`src/rtl/mdu_pkg.sv`:
```
// Shared types and constants for the iterative multiply/divide unit.
// Opcodes, FSM states and counter sizing live here.
package mdu_pkg;

  localparam int unsigned MDU_WIDTH = 32;
  localparam int unsigned MDU_CNT_W = $clog2(MDU_WIDTH);

  // Code 7 is reserved and decodes as no operation.
  typedef enum logic [2:0] {
    NOP   = 3'd0,
    MULT  = 3'd1,
    MULTU = 3'd2,
    DIV   = 3'd3,
    DIVU  = 3'd4,
    MTHI  = 3'd5,
    MTLO  = 3'd6
  } mdu_op_t;

  typedef enum logic [1:0] {
    IDLE = 2'd0,
    RUN  = 2'd1,
    FIX  = 2'd2
  } mdu_state_t;

  function automatic logic mdu_op_signed(input logic [2:0] op);
    return (op == MULT) || (op == DIV);
  endfunction

endpackage

```
`src/rtl/mdu_step.sv`:
```
// One combinational iteration of the multiply (shift-add) or divide (restoring) datapath.
// The accumulator holds {product_hi, multiplier} or {remainder, dividend/quotient}.
module mdu_step #(
  parameter int unsigned WIDTH = 32
) (
  input  logic               i_is_div,
  input  logic [2*WIDTH-1:0] i_acc,
  input  logic [WIDTH-1:0]   i_b,
  output logic [2*WIDTH-1:0] o_acc
);

  logic [WIDTH:0] w_sum;
  logic [WIDTH:0] w_rem_sh;
  logic [WIDTH:0] w_diff;

  always_comb begin
    w_sum    = {1'b0, i_acc[2*WIDTH-1:WIDTH]} + {1'b0, i_b};
    // Partial remainder shifted left with the next dividend bit brought in.
    w_rem_sh = i_acc[2*WIDTH-1:WIDTH-1];
    w_diff   = w_rem_sh - {1'b0, i_b};
    o_acc    = {1'b0, i_acc[2*WIDTH-1:1]};
    if (i_is_div) begin
      if (w_diff[WIDTH]) begin
        o_acc = {w_rem_sh[WIDTH-1:0], i_acc[WIDTH-2:0], 1'b0};
      end else begin
        o_acc = {w_diff[WIDTH-1:0], i_acc[WIDTH-2:0], 1'b1};
      end
    end else if (i_acc[0]) begin
      o_acc = {w_sum, i_acc[WIDTH-1:1]};
    end
  end

endmodule

```
`src/rtl/mdu_iter.sv`:
```
// Iterative MIPS multiply/divide unit owning HI/LO; WIDTH iterations plus one sign-fix cycle.
// busy lets the hazard unit stall HI/LO readers and further mult/div ops.
module mdu_iter
  import mdu_pkg::*;
#(
  parameter int unsigned WIDTH = MDU_WIDTH
) (
  input  logic             clk,
  input  logic             reset_n,
  input  logic             start,
  input  logic [2:0]       op,
  input  logic [WIDTH-1:0] srca,
  input  logic [WIDTH-1:0] srcb,
  input  logic             flush,
  output logic             busy,
  output logic             done,
  output logic [WIDTH-1:0] hi,
  output logic [WIDTH-1:0] lo
);

  localparam int unsigned CntW = (WIDTH > 1) ? $clog2(WIDTH) : 1;
  localparam logic [CntW-1:0] LastCnt = CntW'(WIDTH - 1);

  mdu_state_t         r_state;
  logic [CntW-1:0]    r_cnt;
  logic [2*WIDTH-1:0] r_acc;
  logic [WIDTH-1:0]   r_b;
  logic [WIDTH-1:0]   r_srca;
  logic [WIDTH-1:0]   r_hi;
  logic [WIDTH-1:0]   r_lo;
  logic               r_is_div;
  logic               r_qneg;
  logic               r_rneg;
  logic               r_div0;
  logic               r_done;

  logic               w_go;
  logic               w_is_mul;
  logic               w_is_div;
  logic               w_accept;
  logic               w_a_neg;
  logic               w_b_neg;
  logic [WIDTH-1:0]   w_a_mag;
  logic [WIDTH-1:0]   w_b_mag;
  logic [2*WIDTH-1:0] w_acc_next;
  logic [2*WIDTH-1:0] w_prod;
  logic [WIDTH-1:0]   w_hi_fix;
  logic [WIDTH-1:0]   w_lo_fix;

  always_comb begin
    w_go     = start && !flush && (r_state == IDLE);
    w_is_mul = (op == MULT) || (op == MULTU);
    w_is_div = (op == DIV) || (op == DIVU);
    w_accept = w_go && (w_is_mul || w_is_div);
    w_a_neg  = mdu_op_signed(op) && srca[WIDTH-1];
    w_b_neg  = mdu_op_signed(op) && srcb[WIDTH-1];
    w_a_mag  = w_a_neg ? (~srca + 1'b1) : srca;
    w_b_mag  = w_b_neg ? (~srcb + 1'b1) : srcb;
  end

  mdu_step #(
    .WIDTH(WIDTH)
  ) u_step (
    .i_is_div(r_is_div),
    .i_acc   (r_acc),
    .i_b     (r_b),
    .o_acc   (w_acc_next)
  );

  // Sign correction; divide-by-zero bypasses it to return all-ones / the raw dividend.
  always_comb begin
    w_prod   = r_qneg ? (~r_acc + 1'b1) : r_acc;
    w_hi_fix = w_prod[2*WIDTH-1:WIDTH];
    w_lo_fix = w_prod[WIDTH-1:0];
    if (r_is_div) begin
      if (r_div0) begin
        w_hi_fix = r_srca;
        w_lo_fix = '1;
      end else begin
        w_hi_fix = r_rneg ? (~r_acc[2*WIDTH-1:WIDTH] + 1'b1) : r_acc[2*WIDTH-1:WIDTH];
        w_lo_fix = r_qneg ? (~r_acc[WIDTH-1:0] + 1'b1) : r_acc[WIDTH-1:0];
      end
    end
  end

  always_ff @(posedge clk or negedge reset_n) begin
    if (!reset_n) begin
      r_state  <= IDLE;
      r_cnt    <= '0;
      r_acc    <= '0;
      r_b      <= '0;
      r_srca   <= '0;
      r_hi     <= '0;
      r_lo     <= '0;
      r_is_div <= 1'b0;
      r_qneg   <= 1'b0;
      r_rneg   <= 1'b0;
      r_div0   <= 1'b0;
      r_done   <= 1'b0;
    end else begin
      r_done <= 1'b0;
      if (flush) begin
        r_state <= IDLE;
        r_cnt   <= '0;
      end else begin
        case (r_state)
          IDLE: begin
            if (w_accept) begin
              // Multiplier (or dividend) sits in the low half and is consumed LSB/MSB first.
              r_acc    <= {{WIDTH{1'b0}}, (w_is_div ? w_a_mag : w_b_mag)};
              r_b      <= w_is_div ? w_b_mag : w_a_mag;
              r_srca   <= srca;
              r_is_div <= w_is_div;
              r_qneg   <= w_a_neg ^ w_b_neg;
              r_rneg   <= w_a_neg;
              r_div0   <= w_is_div && (srcb == '0);
              r_cnt    <= '0;
              r_state  <= RUN;
            end else if (w_go && (op == MTHI)) begin
              r_hi <= srca;
            end else if (w_go && (op == MTLO)) begin
              r_lo <= srca;
            end
          end
          RUN: begin
            r_acc <= w_acc_next;
            r_cnt <= r_cnt + 1'b1;
            if (r_cnt == LastCnt) begin
              r_state <= FIX;
            end
          end
          FIX: begin
            r_hi    <= w_hi_fix;
            r_lo    <= w_lo_fix;
            r_done  <= 1'b1;
            r_state <= IDLE;
          end
          default: r_state <= IDLE;
        endcase
      end
    end
  end

  assign busy = (r_state != IDLE);
  assign done = r_done;
  assign hi   = r_hi;
  assign lo   = r_lo;

endmodule
```
`config.mk`:
```
export PLATFORM = sky130hd
export DESIGN_NAME = mdu_iter
export DESIGN_NICKNAME = d
export VERILOG_FILES = /design/src/rtl/mdu_pkg.sv /design/src/rtl/mdu_step.sv /design/src/rtl/mdu_iter.sv
export SDC_FILE = /design/constraint.sdc
export NUM_CORES = 1
export LEC_CHECK = 0
export CAP_MARGIN = 40
export CELL_PAD_IN_SITES_DETAIL_PLACEMENT = 0
export CELL_PAD_IN_SITES_GLOBAL_PLACEMENT = 2
export CORE_ASPECT_RATIO = 0.75
export CORE_UTILIZATION = 25
export DETAILED_ROUTE_END_ITERATION = 7
export PLACE_DENSITY = 0.58
export SLEW_MARGIN = 5
export SYNTH_ARGS = -nofsm -noshare
export SYNTH_HDL_FRONTEND = slang
export SYNTH_SLANG_ARGS = --single-unit
```
`constraint.sdc`:
```
create_clock -name clk -period 3.6 [get_ports clk]
set_input_delay 0.72 -clock clk [delete_from_list [all_inputs] [get_ports clk]]
set_output_delay 0.72 -clock clk [all_outputs]
set_load 0.02 [all_outputs]
```
==> results.txt <==
Fin Clk Skew -> 0.01630 ns
syn_area_per_cell -> 7.704 sq um
Worst path max stage delay -> 0.49 ns
DR WL/cell -> 24.22 um
Fillers -> 7336
clk sinks -> 204
RSZ-0062 raised after global routing -> no
Min-Delay Path Class -> in2async
effective utilization at floorplan -> 0.2535
R2R Setup Slk -> 0.18 ns
most common cell in the netlist -> nand2_1
Tmin final -> 3.422 ns
Arr. time, crit path -> 3.86 ns
first-pass GRT wire length -> 125.1 mm
clock input transition at the sequential cells of the worst setup and hold paths -> 0.06 ns
CP Class -> reg2reg
drt drc -> 0
Min Hold Slack -> 0.1850 ns
die width -> 306.7 um
FF-to-FF Start -> r_acc[32]
leading area contributor after synthesis -> dfrtp_1
Post-synth EDFFs -> 0
synth cell count leaders -> 376 x nand2_1, 219 x o21ai_0, 204 x dfrtp_1, 171 x a21oi_1, 166 x nor2_1
Site Rows -> 83
slowest cell on the critical path -> or4_4
Slew HR -> 0.4493
WL final -> 84.93 mm
CTS tree -> yes
Async SR Flop Fraction -> 1.000
# IOs -> 137
Synth area leaders -> dfrtp_1 29%, nand2_1 8.1%, o21ai_0 6.3%
pre-CTS setup slack -> -0.2519 ns
Worst Setup SP -> r_acc[32]
Layout Nets -> 2694
drt pass-1 iters -> 5
Area after DPL -> 0.02174 sq mm
Tightest Pin Transition -> 0.8260 ns
clock buffer depth -> 3
Max Fanout on Critical Path -> 6
Peak VDD IR -> 0.3433 mV
DIE HEIGHT -> 230.5 um
Mapped Area -> 0.01740 sq mm
Final Core Density -> 0.3302
status -> completed
via/cell ratio -> 5.188
initial antenna violation count -> 2
Setup WS post-layout -> 0.1785 ns
Post-CTS Hold Fix Bufs -> 0
core box area -> 0.06864 sq mm
Total Power -> 18.15 mW
DRT iter0 DRCs -> 1392
Pins Over Slew Limit -> 0
share of the synthesized area in the top cell type -> 0.2933
Syn Nets -> 2402
Detail Placement HPWL -> 67.45 mm
worst-path cell chain -> buf_4, inv_2, ha_4, or3b_4, nand4b_4, or3_4, or4_4, or3_4, nand2_2, xor2_2, o21ai_1, a221oi_2, o21ai_1
setup bufs post-CTS -> 0
Worst Path Required -> 4.04 ns
Tot GR Track Use -> 0.2378
Post-Synthesis Cells -> 2259
grt ovf -> 0
Pwr Density -> 800.8 mW/mm^2
vias in the first global route -> 18000
vias after detailed routing -> 18190
post-synth cell types -> 83
Root Buffer -> clkbuf_16
Port Buffers -> 136
Fin. Hold Viols -> 0
highest clock rate -> 0.2923 GHz
Synth Warn # -> 0
flop and latch count out of synthesis -> 204
Main synth FF type -> dfrtp_1
layout cells sized above 1 -> 0.1584
GPL Wtd Cong -> 0.8823
period utilization -> 0.9504
Setup TNS Final -> 0 ns
H-tree depth -> 1
final setup violation count -> 0
Area growth, synth to finish -> 30.24%
Final Non-Filler Cells -> 3506
kind of end point of the critical path -> flip-flop
placed cell count -> 3458
r2r worst-path depth -> 13
RR Endpoint -> hi[24]
largest net degree at the start of global routing -> 88
sequential share of the synthesized area -> 0.2933
Die Area -> 0.07069 sq mm
remaining antenna violation count -> 0
design area -> 0.02267 sq mm
Lkg Pwr -> 9.842 nW
Clock Latency Late Sink -> 0.58 ns
startpoint types -> flip-flop
number of max-cap violations -> 0
CTS Buf Count -> 26
## cell usage in the layout, fill, tap and decap left out, types with 58 or more instances in the layout
cell type | Yosys | final
nand2_1 | 376 | 375
nor2_1 | 166 | 166
o21ai_0 | 219 | 214
a21oi_1 | 171 | 169
clkdlybuf4s50_1 | 0 | 135
xnor2_1 | 109 | 109
mux2i_1 | 94 | 94
xor2_1 | 90 | 90
ha_1 | 70 | 68
buf_4 | 0 | 291
dfrtp_1 | 204 | 201
inv_1 | 59 | 58
## repair_timing
item | CTS | global route
resized for setup | 2 | 16
gates cloned | 0 | 0
setup endpoints to repair | 13 | 35
pin swaps | 0 | 1
## sequential cells by signal, indices dropped and copies added, names as in the netlist
name / count
done: 1
r_cnt: 5
hi: 32
r_div0: 1
r_is_div: 1
r_acc: 64
r_rneg: 1
r_qneg: 1
r_state: 2
lo: 32
r_srca: 32
r_b: 32
## logic make-up (layout without fill, tap and decap cells)
group,Yosys count,in the layout,share of synthesized area
AND/OR/NAND/NOR,760,760,0.1993
adder cells (fa/ha/maj),72,72,0.05262
other,0,1,0
multiplexers,101,101,0.05859
AO/OA/AOI/OAI,686,686,0.2430
flip-flops,204,204,0.2933
XOR/XNOR,200,200,0.1011
buffers and inverters,236,547,0.05212
## metal layers
| layer | GRT usage | part of all wire | wire [um] |
|---|---|---|---|
| met2 | 0.3503 | 0.42 | 35380 |
| met5 | 0 | 0 | 0 |
| met1 | 0.3632 | 0.51 | 43290 |
| met4 | 0.04266 | 0.017 | 1441 |
| met3 | 0.03617 | 0.057 | 4815 |
## final cells by class
type | count | area, sq um | area share
clock inverters | 9 | 125.1 | 0.005520
multi-input cells | 1819 | 11490 | 0.5070
clock buffers | 38 | 747.0 | 0.03295
repair buffers | 439 | 3791 | 0.1673
diodes | 1 | 2.502 | 0.0001104
inverters | 61 | 229.0 | 0.01010
flip-flops and latches | 204 | 5111 | 0.2255
well taps | 935 | 1170 | 0.05161
## power breakdown
part	internal, mW	leakage [nW]	switching [mW]
combinational	5.09	6.85	6.69
sequential	2.91	2.57	0.638
clock	1.65	0.422	1.17
## critical path, delay by kind of cell, from the launching register on
family                     cells  cell delay (ns)
AOI/OAI and AO/OA              3             0.44
xor gates and xnor gates       1             0.14
adders and majority gates      1             0.17
buffers and inverters          2             0.28
DFF                            1             0.38
and+or+nand+nor                6             1.87
## worst max-delay path by stage
stage	slack [ns]	depth (start not counted)	end
floorplan	0.35	12	hi[24]
global placement	-0.22	12	r_b[21]
detailed placement	-0.25	12	r_b[21]
CTS	0.02	16	r_acc[61]
global route	0.03	16	r_acc[36]
finish	0.18	13	hi[24]
No activity file was read; power rests on OpenSTA's default activity.
